### src/rtl/pc_fetch_unit.sv
// Program-counter / fetch sequencer for the 16-bit single-cycle MIPS core.
// Drives the instruction-memory word address, selects the next pc from
// sequential, branch and jump requests, tracks BOOT/RUN/HALT and counts
// retired instructions (saturating).
module pc_fetch_unit #(
  parameter int PC_WIDTH   = 16,
  parameter int RESET_PC   = 0,
  parameter int MEM_DEPTH  = 16,
  parameter int BOFF_WIDTH = 6,
  parameter int JTGT_WIDTH = 12
) (
  input  logic                  clk,
  input  logic                  reset,
  input  logic                  stall,
  input  logic                  branch_taken,
  input  logic [BOFF_WIDTH-1:0] branch_offset,
  input  logic                  jump,
  input  logic [JTGT_WIDTH-1:0] jump_target,
  input  logic                  halt_req,
  output logic [PC_WIDTH-1:0]   pc,
  output logic [PC_WIDTH-1:0]   pc_plus1,
  output logic                  fetch_valid,
  output logic                  halted,
  output logic [15:0]           retired_count
);

  typedef enum logic [1:0] {S_BOOT, S_RUN, S_HALT} state_t;

  // One extra bit so MEM_DEPTH == 2^PC_WIDTH (no halting range) is representable.
  localparam logic [PC_WIDTH:0]   LP_LIMIT = (PC_WIDTH+1)'(MEM_DEPTH);
  localparam logic [PC_WIDTH-1:0] LP_RST   = PC_WIDTH'(RESET_PC);

  state_t              r_state, w_state_nxt;
  logic [PC_WIDTH-1:0] r_pc, w_pc_nxt;
  logic [15:0]         r_cnt, w_cnt_nxt;
  logic                r_fv, r_halted;

  logic [PC_WIDTH-1:0] w_pc_plus1, w_boff_sext, w_br_pc, w_jmp_pc, w_target;
  logic [15:0]         w_cnt_inc;
  logic                w_out_of_range;

  assign w_pc_plus1  = r_pc + PC_WIDTH'(1);
  assign w_boff_sext = {{(PC_WIDTH-BOFF_WIDTH){branch_offset[BOFF_WIDTH-1]}}, branch_offset};
  assign w_br_pc     = w_pc_plus1 + w_boff_sext;
  assign w_jmp_pc    = {w_pc_plus1[PC_WIDTH-1:JTGT_WIDTH], jump_target};
  // Jump outranks branch; a simultaneous branch is simply dropped.
  assign w_target    = jump ? w_jmp_pc : (branch_taken ? w_br_pc : w_pc_plus1);
  assign w_out_of_range = ({1'b0, w_target} >= LP_LIMIT);
  assign w_cnt_inc   = (&r_cnt) ? r_cnt : r_cnt + 16'd1;

  // Next-state / next-pc / next-count selection with RUN priority
  // halt_req > stall > jump > branch > sequential.
  always_comb begin
    w_state_nxt = r_state;
    w_pc_nxt    = r_pc;
    w_cnt_nxt   = r_cnt;
    case (r_state)
      S_BOOT: w_state_nxt = S_RUN;
      S_RUN: begin
        if (halt_req) begin
          w_cnt_nxt   = w_cnt_inc;
          w_state_nxt = S_HALT;
        end else if (!stall) begin
          w_cnt_nxt = w_cnt_inc;
          w_pc_nxt  = w_target;
          // The out-of-range address is loaded but never marked valid.
          if (w_out_of_range) w_state_nxt = S_HALT;
        end
      end
      S_HALT: w_state_nxt = S_HALT;
      default: w_state_nxt = S_BOOT;
    endcase
  end

  // State, pc, counter and registered status flags; reset wins over everything.
  always_ff @(posedge clk) begin
    if (reset) begin
      r_state  <= S_BOOT;
      r_pc     <= LP_RST;
      r_cnt    <= 16'd0;
      r_fv     <= 1'b0;
      r_halted <= 1'b0;
    end else begin
      r_state  <= w_state_nxt;
      r_pc     <= w_pc_nxt;
      r_cnt    <= w_cnt_nxt;
      r_fv     <= (w_state_nxt == S_RUN);
      r_halted <= (w_state_nxt == S_HALT);
    end
  end

  assign pc            = r_pc;
  assign pc_plus1      = w_pc_plus1;
  assign fetch_valid   = r_fv;
  assign halted        = r_halted;
  assign retired_count = r_cnt;

endmodule
### config.mk
export PLATFORM = sky130hd
export DESIGN_NAME = pc_fetch_unit
export DESIGN_NICKNAME = d
export VERILOG_FILES = /design/src/rtl/pc_fetch_unit.sv
export SDC_FILE = /design/constraint.sdc
export NUM_CORES = 1
export LEC_CHECK = 0
export ABC_AREA = 1
export CAP_MARGIN = 20
export CORE_MARGIN = 4
export CORE_UTILIZATION = 55
export CTS_CLUSTER_SIZE = 24
export DETAILED_ROUTE_END_ITERATION = 12
export PLACE_DENSITY_LB_ADDON = 0.3
export SKIP_CTS_REPAIR_TIMING = 1
export SYNTH_ARGS = -nofsm -noshare
export SYNTH_HDL_FRONTEND = slang
export SYNTH_SLANG_ARGS = --single-unit
### constraint.sdc
create_clock -name clk -period 4.5 [get_ports clk]
set_input_delay 0.675 -clock clk [delete_from_list [all_inputs] [get_ports clk]]
set_output_delay 0.675 -clock clk [all_outputs]
set_load 0.05 [all_outputs]
**Yosys cells after proc, flatten, opt, wreduce, memory -nomap -nowiden**

Index checks and enable logic that the tools add are counted.

- Memories kept: 0
- Input port bits: 24
- Bits in latches: 0
- Output and inout port bits: 50
- Word-level logic and storage cells: 29
- Bits in registers: 36
- Bits in read-only memories: 0
- Memory bits (writable): 0

- Shifts and indexed selects: 0
- Reduce and logical (&&, ||, !) cells: 4
- Equal/unequal tests: 5
- Add/sub/neg operators: 3
- $lt $le $gt $ge: 1
- Divide/modulo/power cells: 0
- Multiplexer cells: 9
- Bitwise gates (word level): 2
- Multiply operators: 0

Operators by type and width:

| cell | number |
|---|---|
| $mux W16 | 5 |
| $add A16 B1 Y16 const B | 2 |
| $add A16 B16 Y16 | 1 |
| $ge A16 B5 Y1 const B | 1 |
| $reduce_and A16 Y1 | 1 |
| $mux W2 | 3 |
| $pmux W2 S3 | 1 |
| $eq A2 B1 Y1 const B | 2 |
| $eq A2 B2 Y1 const B | 2 |
| $reduce_and A3 Y1 | 1 |
| $logic_not A2 Y1 | 1 |
| $ne A2 B1 Y1 const B | 1 |
| $not A1 Y1 | 2 |
| $reduce_and A2 Y1 | 1 |

**Logic depth before layout (Yosys ltp)**

Gate-level depths: netlist (run 1).

- Depth in word-level cells: 10
- Mapped depth: 25
- Mapped depth without buffers: 24

**Worst setup path after synthesis (run 1)**

Ideal clock, no wire load.

- Path type: reg-to-reg
- Start: register r_pc[1] (netlist: pc[1])
- End: register r_fv (netlist: fetch_valid)
- Required time: 4.435 ns
- Arrival time: 3.468 ns
- Stages on the path, launching flop included: 20
- Library setup time: 0.065 ns
- Path buffers: 1
- Slack: 0.967 ns
- Period minus slack after synthesis: 3.533 ns
- Path through: dfxtp_1 > ha_1 > buf_2 > xor2_1 > ha_1 > nand2_1 > nand3_1 > nand2_1 > nand2_1 > nand2_1 > nand2_1 > nand2_1 > nand3_1 > nand2_1 > nand3_1 > nor2_1 > nand3_1 > nand2_2 > nand2_1 > nor2_1

- Word-level cells in the longest chain between the ends: 10

RTL lines:

| element | RTL line | RTL |
|---|---|---|
| start, declared | 34 | `logic [PC_WIDTH-1:0] r_pc, w_pc_nxt;` |
| start signal, assigned | 85 | `r_pc <= w_pc_nxt;` |
| $add A16 B1 Y16 (*) | 42 | `assign w_pc_plus1 = r_pc + PC_WIDTH'(1);` |
| via pc_plus1[2] | 21 | `output logic [PC_WIDTH-1:0] pc_plus1,` |
| $add A16 B16 Y16 | 44 | `assign w_br_pc = w_pc_plus1 + w_boff_sext;` |
| $mux W16 (*) (2 in a row) | 47 | `assign w_target = jump ? w_jmp_pc : (branch_taken ? w_br_pc : w_pc_plus1);` |
| $ge A16 B5 Y1 (*) | 48 | `assign w_out_of_range = ({1'b0, w_target} >= LP_LIMIT);` |
| $mux W2 (*) | 67 | `if (w_out_of_range) w_state_nxt = S_HALT;` |
| $mux W2 (*) | 63 | `end else if (!stall) begin` |
| $mux W2 (*) | 60 | `if (halt_req) begin` |
| $pmux W2 S3 (*) | 57 | `case (r_state)` |
| $eq A2 B1 Y1 (*) | 87 | `r_fv <= (w_state_nxt == S_RUN);` |
| end signal, assigned | 87 |  |
| end, declared | 36 | `logic r_fv, r_halted;` |

The timed path passes the listed nets; every way through them passes the cells marked *.
A chain may end at the register's enable or synchronous reset.

**Worst setup path in the final report (run 1)**

- Start: register r_pc[0] (netlist: pc[0])
- End: output port pc_plus1[12]

- Word-level cells in the longest chain between the ends: 1

RTL lines:

| element | RTL line |
|---|---|
| $add A16 B1 Y16 | 42 |
| end, declared | 21 |

No other way between the ends.

==> results by group, run 1 <==
Status
  – Status: complete, no violations

STA
  – Final setup fails: 0
  – Setup Skew: 0.00198 ns
  – RSZ-0062 raised after global routing: no
  – Fin. Hold Viols: 0
  – Slew headroom: 53.0%
  – Worst-Margin Slew: 0.702 ns
  – Tmin final: 3.59 ns
  – Setup TNS: 0 ns
  – Fin Hold WS: 0.483 ns
  – FMAX: 279 MHz
  – Fin. max-slew vios: 0
  – Period utilization: 79.8%

Clock network
  – Clk Latency, worst-skew pair: 0.28 ns
  – CTS max path bufs: 2
  – Num CTS Buffers: 5
  – Total clock sinks: 36
  – # H-tree levels: 2
  – CTS root buf: clkbuf_8
  – TritonCTS clock tree: done
  – Clk slew on worst S/H paths: 0.07 ns

Finish
  – Fraction of layout cells with a size suffix above 1: 3.50%
  – Layout area overhead: 26.8%
  – Antenna diodes: 0
  – Fin nets: 674

Logic synthesis
  – Area leader, netlist: dfxtp_1
  – Cells after Synth: 559
  – Synth area leaders: dfxtp_1, nand2_1, inv_1
  – Synthesized cell area: 3210 sq um
  – Synth cell types: 32
  – Ys Warns: 0
  – Post-synthesis average cell area: 5.75 sq um
  – Number of synthesized flops with an enable pin: 0
  – Sequential share of the synthesized area: 22.4%
  – Top_reg_cell synth: dfxtp_1
  – Most common library cells after synthesis: nand2_1, inv_1, nand3_1
  – FFs w/ async S/R, synth: 0%
  – Cell with the most instances after synthesis: nand2_1
  – Number of synthesized register bits: 36
  – Area share of the leading cell type in the synthesized netlist: 22.4%
  – Syn Nets: 603

Worst hold path
  – Min-delay worst type: reg2reg

Die
  – Num rows: 27
  – # IOs: 74
  – Initial core utilization: 57.6%
  – Die span in x: 84.4 microns
  – Die height: 84.4 microns
  – Core area: 5570 sq um
  – Full die area: 7130 sq um

Critical path
  – Setup crit end kind: output port
  – Cell count along the critical path: 9
  – Reg2reg path depth: 22
  – Worst reg2reg setup slack: 0.95 ns
  – CP bufs+invs: 4
  – Worst Path Required: 3.83 ns
  – CP Class: reg2out
  – CP peak stage delay: 0.81 ns
  – Crit path from: pc[0]
  – Worst path top cell family by delay: buffers and inverters
  – Setup crit start kind: flip-flop
  – Worst Setup EP: pc_plus1[12]
  – Worst flop-to-flop path endpoint: fetch_valid
  – Crit Reg-Reg Startpoint: pc[0]
  – Critical Path AT: 2.91 ns
  – CP max FO: 10
  – CP max-delay cell: clkdlybuf4s50_1
  – Crit-path cells: ha_1, inv_2, nor2_2, nand3_1, inv_1, nand3_1, xor2_1, inv_1, clkdlybuf4s50_1

Power and ir drop
  – Tot Pwr: 0.870 mW
  – Worst VDD drop: 0.178 mV
  – LEAKAGE: 2.01 nW
  – Power per cell area: 213 nW/um^2

Place
  – Port bufs: 73
  – GPL Wtd Cong: 1.01
  – Detail Placement HPWL: 7620 microns

Detailed routing
  – Final WL: 9560 microns
  – 1st-iter DRT viols: 383
  – Via count: 3829
  – ANT nets after route: 0
  – Pre-antenna DRT Iters: 5
  – Vias per inst: 5.47
  – WL per Instance: 13.7 microns
  – Drt drc: 0

Global route
  – Antenna violations before repair: 0
  – Pin count of the biggest net entering global routing: 24
  – First-pass GRT wire length: 15700 microns
  – Vias in the first global route: 3459
  – GRT Total Usage: 26.3%
  – Grt total ovfl: 0

Job
  – Total of max-cap violations: 0
[cell type report]
class | count | area (sq um)
Clock buffer | 5 | 68.8
Fill cell | 478 | 1500
Multi-Input combinational cell | 406 | 2050
Tap cell | 72 | 90.1
Timing Repair Buffer | 74 | 738
Sequential cell | 36 | 721
Inverter | 107 | 402
[how the worst min path moves through the flow]
stage	startpoint	to	slack (ns)	depth (start not counted)
after floorplan	r_state[1]	halted	0.48	2
after global placement	retired_count[13]	retired_count[13]	0.46	2
after detailed placement	retired_count[14]	retired_count[14]	0.47	2
after CTS	retired_count[14]	retired_count[14]	0.49	2
after global routing	retired_count[13]	retired_count[13]	0.52	2
final	retired_count[14]	retired_count[14]	0.48	2
[worst min-delay path: stages, from the launching register on]
cell and delay [ns]:
dfxtp_1 0.32, inv_1 0.07, a21oi_1 0.05
[report_power, final]
| group | internal, mW | leakage [nW] | switching [mW] |
|---|---|---|---|
| clock network | 0.0998 | 0.0359 | 0.108 |
| logic | 0.110 | 1.68 | 0.204 |
| registers | 0.332 | 0.293 | 0.0155 |
| total | 0.542 | 2.01 | 0.328 |
[metal layers]
metal	GRT usage [%]	share of wire (%)
met5	0	0
met4	5.61	2.0
met3	3.73	8.2
met2	42.9	45
met1	37.1	45
[cells by family (layout without fill, tap and decap cells)]
kind of cell | after synthesis | in the layout | synth area share (%)
simple gates | 301 | 301 | 40.4
buf+inv | 117 | 186 | 13.8
compound gates | 79 | 79 | 13.7
flops | 36 | 36 | 22.4
fa+ha+maj | 20 | 20 | 8.02
xor+xnor | 6 | 6 | 1.64
[cells in the final DEF (no fill, tap or decap)]
cell type        instances
a211oi_1                 1
a21boi_1                 1
a21oi_1                 38
a221oi_1                 1
a31oi_1                  2
and2_1                   5
and3_1                   1
buf_4                    1
clkbuf_8                 5
clkdlybuf4s50_1         73
clkinv_1                 1
dfxtp_1                 36
fa_1                     1
ha_1                    19
inv_1                  102
inv_2                    4
nand2_1                169
nand2_2                  2
nand3_1                 50
nand3b_1                 4
nand4_1                 13
nor2_1                  40
nor2_2                   3
nor2_4                   1
nor3_1                   6
nor3_2                   1
nor4_1                   2
o211ai_1                 7
o21ai_0                 23
o21ba_2                  1
o21bai_1                 4
o22ai_1                  1
or2_2                    4
xor2_1                   6
[stage by stage]
| step | cell area, sq um | setup slack (ns) | utilization, % | cells |
|---|---|---|---|---|
| after global routing | 4070 | 0.687 | 73.1 | 700 |
| after detailed placement | 4010 | 1.05 | 71.9 | 695 |
| after CTS | 4070 | 0.972 | 73.1 | 700 |
| final | 4070 | 0.911 | 73.1 | 700 |
| after global placement | 4010 | 1.10 | 71.9 | 695 |
| after floorplan | 3210 | 0.967 | - | 559 |
[state kept, by name, summed over array words and instances (netlist names)]
signal         count
halted             1
fetch_valid        1
pc                16
r_state            2
retired_count     16
Note: power is estimated with default switching activity, not from simulation.
==> run 2: changes to the inputs <==
Settings changed: CORE_UTILIZATION 55 to 46.
Clock period 4.5 ns to 3.3 ns, I/O delays scaled along.
==> run 2 against run 1 <==
Clock power rose by 55%. Hold slack worse by 0.0023 ns. Via count fell by 1.6%. Worst setup slack got worse by 0.57 ns. Critical path type is now reg2reg.
==> results by group, run 2 (synthesized netlist as in run 1, its figures left out) <==
Status
  – Status: complete, no violations

Place
  – Port bufs: 73
  – GPL Wtd Cong: 0.950
  – Placed Instance Area: 4080 sq um
  – Dpl cells: 723
  – Detail Placement HPWL: 7830 microns
  – Post-placement worst setup slack: 0.227 ns

Die
  – Die span in x: 91.6 microns
  – Initial core utilization: 47.3%
  – # IOs: 74
  – Full die area: 8390 sq um
  – Core area: 6790 sq um
  – Num rows: 30
  – Die height: 91.6 microns

STA
  – Fin. max-slew vios: 0
  – FMAX: 338 MHz
  – Period utilization: 89.7%
  – Setup Skew: 0.00625 ns
  – Fin Hold WS: 0.481 ns
  – Final setup fails: 0
  – Fin. Hold Viols: 0
  – Setup TNS: 0 ns
  – Slew headroom: 55.1%
  – Setup ws final: 0.340 ns
  – Tmin final: 2.96 ns
  – RSZ-0062 raised after global routing: no
  – Worst-Margin Slew: 0.673 ns

Clock network
  – CTS root buf: clkbuf_8
  – # H-tree levels: 2
  – Num CTS Buffers: 5
  – Total clock sinks: 36
  – TritonCTS clock tree: done
  – Clk Latency, worst-skew pair: 0.28 ns
  – CTS max path bufs: 2
  – Clk slew on worst S/H paths: 0.07 ns

Worst hold path
  – Min-delay worst type: reg2reg
  – Min-Delay Path Depth: 2
  – Hold Startpoint: retired_count[13]
  – WHS Endpoint: retired_count[13]

Finish
  – Fin nets: 678
  – Most common cell after layout, fill and taps aside: nand2_1
  – Fin util: 61.8%
  – Area of the multi-input gates: 2080 sq um
  – Layout area overhead: 30.6%
  – Filler Cell Count: 670
  – Fraction of layout cells with a size suffix above 1: 5.83%
  – Design area: 4200 sq um
  – Post-Layout Cell Count: 731
  – Antenna diodes: 0
  – Register area: 728 sq um
  – Most frequent cells in the layout: nand2_1, inv_1, clkdlybuf4s50_1, nand3_1, nor2_1

Critical path
  – Worst Path Required: 3.52 ns
  – Setup crit start kind: flip-flop
  – Critical Path AT: 3.18 ns
  – Setup crit end kind: flip-flop
  – Worst reg2reg setup slack: 0.34 ns
  – Worst flop-to-flop path endpoint: fetch_valid
  – CP max FO: 5
  – CP Class: reg2reg
  – Crit Reg-Reg Startpoint: pc[4]
  – Crit path from: pc[4]
  – Reg2reg path depth: 21

Power and ir drop
  – LEAKAGE: 2.04 nW
  – Tot Pwr: 1.23 mW
  – Power per cell area: 294 nW/um^2
  – Worst VDD drop: 0.235 mV

Global route
  – Pin count of the biggest net entering global routing: 24
  – Grt total ovfl: 0
  – GRT Total Usage: 23.2%
  – Vias in the first global route: 3622
  – First-pass GRT wire length: 16000 microns
  – Antenna violations before repair: 0

Detailed routing
  – Vias per inst: 5.15
  – Drt drc: 0
  – 1st-iter DRT viols: 172
  – WL per Instance: 13.2 microns
  – Via count: 3766
  – Final WL: 9630 microns
  – ANT nets after route: 0
  – Pre-antenna DRT Iters: 5

Job
  – Total of max-cap violations: 0
[run 2: changes by cell type in the layout (fill, tap and decap cells not counted), moves of 2 or more]
cell,delta
a21oi_2,+2
a21oi_1,-2
buf_4,+4
dfxtp_1,-4
dfxtp_2,+3
[run 2: cell type report]
type                            count  area share (%)
Clock buffer                        7            2.06
Clock inverter                      1           0.179
Inverter                          107            9.57
Multi-Input combinational cell    406            49.7
Sequential cell                    36            17.4
Tap cell                           96            2.86
Timing Repair Buffer               78            18.3
[run 2: how the worst max path moves through the flow]
stage	slack [ns]	to	cells after the start
after floorplan	0.02	fetch_valid	25
after global placement	0.25	fetch_valid	15
after CTS	0.21	fetch_valid	21
after global routing	0.03	r_state[0]	20
final	0.34	fetch_valid	21
after detailed placement	0.23	fetch_valid	21
[run 2: layer usage]
layer / global-route usage (%) / part of all wire (%)
met1: 28.1 / 43
met2: 40.3 / 49
met3: 4.31 / 5.9
met4: 9.17 / 2.6
met5: 0 / 0
[run 2: power by group]
part | leakage (nW) | internal, mW | switching [mW]
clock | 0.0445 | 0.170 | 0.152
combinational | 1.70 | 0.155 | 0.283
sequential | 0.295 | 0.453 | 0.0213
total | 2.04 | 0.778 | 0.457
[run 2: critical path, stage by stage, from the launching register on]
cell	delay (ns)
dfxtp_1	0.42
nand2_1	0.13
nor2_2	0.17
nand2_1	0.12
clkinv_1	0.09
nand2_1	0.07
nand2_1	0.06
inv_1	0.07
ha_1	0.34
nand2_1	0.15
inv_1	0.07
a21oi_2	0.22
nand3_1	0.11
nand2_1	0.07
nand3_1	0.10
a21oi_2	0.21
nand2_1	0.07
nor2_1	0.09
nand3_1	0.10
nand2_2	0.09
nand2_1	0.06
nor2_1	0.08
